`src/rtl/multicycle_control_unit.sv`:
```
// Multicycle MIPS-style control FSM. Outputs decode combinationally from the
// current state plus opcode, jump_reg, zero and mem_ready. Memory states use
// a bounded wait counter and abort to FETCH with a one-cycle mem_fault pulse.
module multicycle_control_unit #(
  parameter int unsigned WAIT_LIMIT = 15
) (
  input  logic       clk,
  input  logic       reset,
  input  logic [5:0] opcode,
  input  logic       jump_reg,
  input  logic       zero,
  input  logic       mem_ready,
  output logic [1:0] alu_op,
  output logic       alu_src_a,
  output logic [1:0] alu_src_b,
  output logic [1:0] pc_source,
  output logic       pc_en,
  output logic       iord,
  output logic       mem_read,
  output logic       mem_write,
  output logic       ir_write,
  output logic       reg_write,
  output logic       reg_dst,
  output logic       mem_to_reg,
  output logic       mem_fault,
  output logic       illegal_op,
  output logic [3:0] state
);

  typedef enum logic [3:0] {
    StFetch   = 4'd0,
    StDecode  = 4'd1,
    StMemAdr  = 4'd2,
    StMemRd   = 4'd3,
    StMemWb   = 4'd4,
    StMemWr   = 4'd5,
    StRtypeEx = 4'd6,
    StRtypeWb = 4'd7,
    StBeqEx   = 4'd8,
    StImmEx   = 4'd9,
    StImmWb   = 4'd10,
    StJump    = 4'd11,
    StJr      = 4'd12
  } state_e;

  localparam logic [5:0] OpRtype = 6'd0;
  localparam logic [5:0] OpJ     = 6'd2;
  localparam logic [5:0] OpBeq   = 6'd4;
  localparam logic [5:0] OpAddi  = 6'd8;
  localparam logic [5:0] OpAndi  = 6'd12;
  localparam logic [5:0] OpLw    = 6'd35;
  localparam logic [5:0] OpSw    = 6'd43;

  localparam logic [7:0] WaitLimit = 8'(WAIT_LIMIT);

  state_e     state_q, state_d;
  logic [7:0] cnt_q, cnt_d;
  logic       ready;
  logic       timeout;

  // mem_ready is ignored while reset is held so the FETCH decode stays inert.
  assign ready   = mem_ready & ~reset;
  assign timeout = (cnt_q == WaitLimit) & ~ready & ~reset;
  assign state   = state_q;

  // Next-state and output decode.
  always_comb begin
    state_d    = state_q;
    alu_op     = 2'd0;
    alu_src_a  = 1'b0;
    alu_src_b  = 2'd0;
    pc_source  = 2'd0;
    pc_en      = 1'b0;
    iord       = 1'b0;
    mem_read   = 1'b0;
    mem_write  = 1'b0;
    ir_write   = 1'b0;
    reg_write  = 1'b0;
    reg_dst    = 1'b0;
    mem_to_reg = 1'b0;
    mem_fault  = 1'b0;
    illegal_op = 1'b0;
    unique case (state_q)
      StFetch: begin
        mem_read  = 1'b1;
        alu_src_b = 2'd1;
        if (ready) begin
          ir_write = 1'b1;
          pc_en    = 1'b1;
          state_d  = StDecode;
        end else if (timeout) begin
          mem_fault = 1'b1;
        end
      end
      StDecode: begin
        alu_src_b = 2'd3;
        case (opcode)
          OpRtype:      state_d = StRtypeEx;
          OpLw, OpSw:   state_d = StMemAdr;
          OpBeq:        state_d = StBeqEx;
          OpAddi, OpAndi: state_d = StImmEx;
          OpJ:          state_d = StJump;
          default: begin
            illegal_op = 1'b1;
            state_d    = StFetch;
          end
        endcase
      end
      StMemAdr: begin
        alu_src_a = 1'b1;
        alu_src_b = 2'd2;
        if (opcode == OpLw) state_d = StMemRd;
        else if (opcode == OpSw) state_d = StMemWr;
        else state_d = StFetch;
      end
      StMemRd: begin
        mem_read = 1'b1;
        iord     = 1'b1;
        if (ready) begin
          state_d = StMemWb;
        end else if (timeout) begin
          mem_fault = 1'b1;
          state_d   = StFetch;
        end
      end
      StMemWb: begin
        reg_write  = 1'b1;
        mem_to_reg = 1'b1;
        state_d    = StFetch;
      end
      StMemWr: begin
        mem_write = 1'b1;
        iord      = 1'b1;
        if (ready) begin
          state_d = StFetch;
        end else if (timeout) begin
          mem_fault = 1'b1;
          state_d   = StFetch;
        end
      end
      StRtypeEx: begin
        alu_src_a = 1'b1;
        alu_op    = 2'd2;
        state_d   = jump_reg ? StJr : StRtypeWb;
      end
      StRtypeWb: begin
        reg_write = 1'b1;
        reg_dst   = 1'b1;
        alu_op    = 2'd2;
        state_d   = StFetch;
      end
      StBeqEx: begin
        alu_src_a = 1'b1;
        alu_op    = 2'd1;
        pc_source = 2'd1;
        pc_en     = zero;
        state_d   = StFetch;
      end
      StImmEx: begin
        alu_src_a = 1'b1;
        alu_src_b = 2'd2;
        alu_op    = (opcode == OpAndi) ? 2'd3 : 2'd0;
        state_d   = StImmWb;
      end
      StImmWb: begin
        reg_write = 1'b1;
        alu_op    = (opcode == OpAndi) ? 2'd3 : 2'd0;
        state_d   = StFetch;
      end
      StJump: begin
        pc_source = 2'd2;
        pc_en     = 1'b1;
        state_d   = StFetch;
      end
      StJr: begin
        pc_source = 2'd3;
        pc_en     = 1'b1;
        state_d   = StFetch;
      end
      default: state_d = StFetch;
    endcase
  end

  // Wait counter: cleared on every state entry (including the FETCH re-entry
  // after an abort), counts stalled cycles in the memory-waiting states.
  always_comb begin
    cnt_d = cnt_q;
    if (state_d != state_q || mem_fault) begin
      cnt_d = 8'd0;
    end else if (state_q == StFetch || state_q == StMemRd || state_q == StMemWr) begin
      cnt_d = cnt_q + 8'd1;
    end
  end

  // State and counter registers.
  always_ff @(posedge clk or posedge reset) begin
    if (reset) begin
      state_q <= StFetch;
      cnt_q   <= 8'd0;
    end else begin
      state_q <= state_d;
      cnt_q   <= cnt_d;
    end
  end

endmodule

```
`config.mk`:
```
export PLATFORM = sky130hd
export DESIGN_NAME = multicycle_control_unit
export DESIGN_NICKNAME = d
export VERILOG_FILES = /design/src/rtl/multicycle_control_unit.sv
export SDC_FILE = /design/constraint.sdc
export NUM_CORES = 1
export LEC_CHECK = 0
export ABC_CLOCK_PERIOD_IN_PS = 6250
export CAP_MARGIN = 20
export CORE_MARGIN = 1
export CORE_UTILIZATION = 50
export DETAILED_ROUTE_END_ITERATION = 8
export PLACE_DENSITY = 0.85
export SKIP_CTS_REPAIR_TIMING = 1
export SYNTH_ARGS = -nofsm -noshare
export SYNTH_HDL_FRONTEND = slang
export SYNTH_SLANG_ARGS = --single-unit
```
`constraint.sdc`:
```
create_clock -name clk -period 6.25 [get_ports clk]
set_input_delay 0.9375 -clock clk [delete_from_list [all_inputs] [get_ports clk]]
set_output_delay 0.9375 -clock clk [all_outputs]
set_load 0.02 [all_outputs]
```
## Yosys cells after proc, flatten, opt, wreduce, memory -nomap -nowiden

Cells that the tools add are included.

| storage, ports and cells | value |
|---|---|
| register bits after elaboration | 12 |
| input port bits | 11 |
| output and inout bits | 21 |

| cells by class | value |
|---|---|
| $add $sub $neg | 1 |
| eq/ne operators | 20 |
| muxes and demuxes | 30 |
| bitwise logic cells | 5 |
| reduce and logical (&&, ||, !) cells | 18 |

Operator list:

| cell | number |
|---|---|
| one-hot mux 4 bit (7 select lines) | 1 |
| equality test 4 bit, second input constant | 5 |
| 2-to-1 mux 4 bit | 5 |
| one-hot mux 4 bit (5 select lines) | 1 |
| one-hot mux 2 bit (3 select lines) | 3 |
| equality test 4 x 3 -> 1 bit, second input constant | 4 |
| 2-to-1 mux 8 bit | 2 |
| OR reduction 2 bit | 8 |
| 2-to-1 mux 1 bit | 14 |
| equality test 6 x 4 -> 1 bit, second input constant | 2 |
| equality test 6 bit, second input constant | 2 |
| adder 8 x 1 -> 8 bit, second input constant | 1 |
| equality test 4 x 2 -> 1 bit, second input constant | 2 |
| equality test 8 x 4 -> 1 bit, second input constant | 1 |
| OR reduction 7 bit | 1 |
| equality test 6 x 2 -> 1 bit, second input constant | 1 |
| equality test 6 x 3 -> 1 bit, second input constant | 1 |
| logical NOT 6 bit | 1 |
| 2-to-1 mux 3 bit | 2 |
| OR reduction 3 bit | 2 |
| equality test 4 x 1 -> 1 bit, second input constant | 1 |
| logical NOT 4 bit | 1 |
| != test 4 bit | 1 |
| OR reduction 4 bit | 1 |
| other kinds (6) | 11 |

## Depth between registers and ports, before layout

| logic depth | value |
|---|---|
| word-level depth | 11 |
| gate-level depth with buffers | 7 |

## Worst setup path before layout

No wires, ideal clock.

| timing | value |
|---|---|
| path type | input to output |
| start point | input port opcode[1] |
| end point | output port alu_op[0] |
| arrival | 2107 ps |
| required time | 5312 ps |
| path slack | 3205 ps |
| stages | 4 |
| path buffers | 0 |
| cell sequence | nor4_1 -> nand3_1 -> maj3_1 -> nor2_1 |

| on the way | value |
|---|---|
| longest elaborated chain between the ends | 3 |

Ends and longest elaborated chain:

| what | line | text |
|---|---|---|
| start: declaration | 9 | `input logic [5:0] opcode,` |
| equality test 6 x 4 -> 1 bit | 162, 167 |  |
| 2-to-1 mux 2 bit | 162, 167 |  |
| one-hot mux 2 bit (3 select lines) | 83 | `unique case (state_q)` |
| end: declaration | 13 | `output logic [1:0] alu_op,` |

No other way between the ends.

## Worst setup path in the final report

Ends and elaborated chain as after synthesis.

==> results.md <==
* Initial Utilization at approximately 54%
* Final Cycle Share at 65.1%
* Layout area overhead at 31.0%
* Die ar. at around 2300 sq um
* Port bufs at 31
* Setup CP Type: in -> out
* Final Wtd Congestion at 0.884
* Mapped cell area at 1070 sq um
* Clock sinks at 12
* Avg WL per Cell at about 15 microns
* Fin util at 70.7%
* Clock slew at reported path FFs at roughly 0.060 ns
* Mapped Cells at 137
* Synth top area cells: dfrtp_1 (28%), nor4_1 (7.6%), nor3_1 (5.1%)
* Routed wire length at 2890 microns
* Netlist cell types at 38
* Cell taking the most area after synthesis: dfrtp_1
* Count leader, synth: nor4_1
* Hold Fails Final Rpt at 0
* Crit path launch type: input pin
* Initial antenna violation count at 0
* Synthesized Nets at 149
* Synth top area share at 28.1%
* Routed Antenna Nets at 0
* Final instance area at 1400 sq um
* Worst endpoint data arrival time at 3.13 ns
* Die W at 48.3 microns
* Post-DP HPWL at 2250 microns
* Final Skew at between 0.005 and 0.006 ns
* DRC Markers at 0
* Outcome: complete, no violations
* Crit end category: output pin
* Reg2Reg Depth at 5
* Post-synth top cells: nor4_1 (13), dfrtp_1 (12), nand2_1 (12), nor2_1 (12), nor3_1 (11)
* Final setup violation count at 0
* Pwr/cell area at 151 nW/um^2
* Min cycle time layout at 4.07 ns
* Post-synth EDFFs at 0
* Total GRT Usage at 27.3%
* Vias in the first global route at 1031
* RSZ-0062 raised after global routing: no
* Max rail drop VDD at 0.193 mV
* Die Y at 48.3 microns
* Fin Hold WS at just under 0.6 ns
* Syn Area/Cell at 7.81 sq um
* Layout cells sized above 1 at 3.64%
* Crit path required time at 5.31 ns
* Min-Delay Path Depth at 2
* Slew at the pin closest to its max-slew limit at slightly above 1 ns
* Largest net degree at the start of global routing at 21
* CP max FO at 5
* Final setup TNS at 0 ns
* IO Pins at 32
* Ys Warns at 0
* Fin nets at 179
* Routed via count at 1203
* H-tree levels at 1
* Core Footprint at about 2000 sq um
* Leakage at 0.541 nW
* Initial DRC count at 50
* Skew-Pair Late Insertion Delay at 0.27 ns
* Congestion Overflow GR at 0
* Sequential area share after synthesis at 28.1%
* Top FF cell, synth: dfrtp_1
* Achievable Freq at 246 MHz
* Max Slew Vio Count at 0
* # diodes at 0
* CTS tree: built
* Seq cells post-synth at 12
* Max-cap viol count at 0
* Std-Cell Rows at 16
* Max clock buf depth at 2
* Relative slew slack at 30.2%
* CTS Buf Count at 3
* Async set-or-reset flop fraction in the synthesized netlist at 100%
* Clk root buf: clkbuf_4
* Power, Total at 0.000211 W
* Worst Hold Class: reg -> reg
* First-pass GRT wire length at around 4400 microns
* Via density at between 6 and 7
* DP Area at 1380 sq um
* Detailed Routing Iterations Pass 1 at 4
cell families after synthesis:
kind of cell,count (synthesis),synth area share (%)
AOI/OAI and AO/OA,21,13.9
xor gates and xnor gates,9,7.37
adders and majority gates,2,2.11
buffers and inverters,12,5.38
DFF,12,28.1
muxes,2,1.87
and+or+nand+nor,79,41.3
per-layer routing:
metal,track usage [%],part of all wire [%],vias up
met1,35.3,42,562
met4,10.0,0.49,0
li1,-,-,577
met5,0,0,-
met2,44.3,49,62
met3,6.30,8.9,2
report_power, final:
part	switching, W	internal, W	total, W	leakage [nW]
combinational	0.0000362	0.0000320	0.0000682	0.363
clock	0.0000221	0.0000223	0.0000443	0.0138
sequential	0.0000118	0.0000868	0.0000986	0.164
cells in the final DEF, fill, tap and decap left out, drive strengths merged, types with 2 or more instances in the layout:
| cell | instances |
|---|---|
| nand4 | 5 |
| nor2 | 12 |
| clkbuf | 3 |
| o21ai | 5 |
| xor2 | 4 |
| a21oi | 3 |
| or3 | 2 |
| nor3 | 11 |
| nor4 | 14 |
| nand2b | 6 |
| nand3b | 3 |
| nand2 | 12 |
| nand3 | 7 |
| inv | 5 |
| xnor2 | 5 |
| dfrtp | 12 |
| mux2i | 2 |
| o22ai | 2 |
| a31oi | 2 |
| or2 | 2 |
| a41oi | 2 |
| a2111o | 2 |
| nor3b | 2 |
| clkdlybuf4s50 | 31 |
worst paths after layout:
| kind | startpoint | to | slack (ns) |
|---|---|---|---|
| max | opcode[1] | alu_op[0] | 2.18 |
| min reg2reg | cnt_q[3] | cnt_q[3] | 0.60 |
| min in group asynchronous | reset | state[0] | 1.03 |
| min | cnt_q[3] | cnt_q[3] | 0.60 |
| max reg2reg | state[3] | cnt_q[7] | 3.84 |
| max in group asynchronous | reset | cnt_q[0] | 4.90 |
critical path, cell delays in order:
cell and delay (ns):
clkdlybuf4s50_1 0.49, nor4_1 0.49, nand3_1 0.16, maj3_1 0.36
nor2_1 0.09, clkdlybuf4s50_1 0.60
state kept, by name, summed over array words and instances, names as in the netlist:
register	flops
cnt_q	8
state	4
stage by stage:
step           cells  worst slack, ns
2_1_floorplan    137             3.21
3_3_place_gp     189             2.24
5_1_grt          192             1.97
4_1_cts          192             2.18
6_report         192             2.18
3_5_place_dp     189             2.18
final cells by class:
class                      instances  area, sq um
timing repair buffer              31          310
tap                               27         33.8
sequential                        12          300
multi-input combinational        113          712
clock buffer                       3         22.5
inverter                           6         22.5
fill                             164          581
Note: power is estimated with default switching activity, not from simulation.
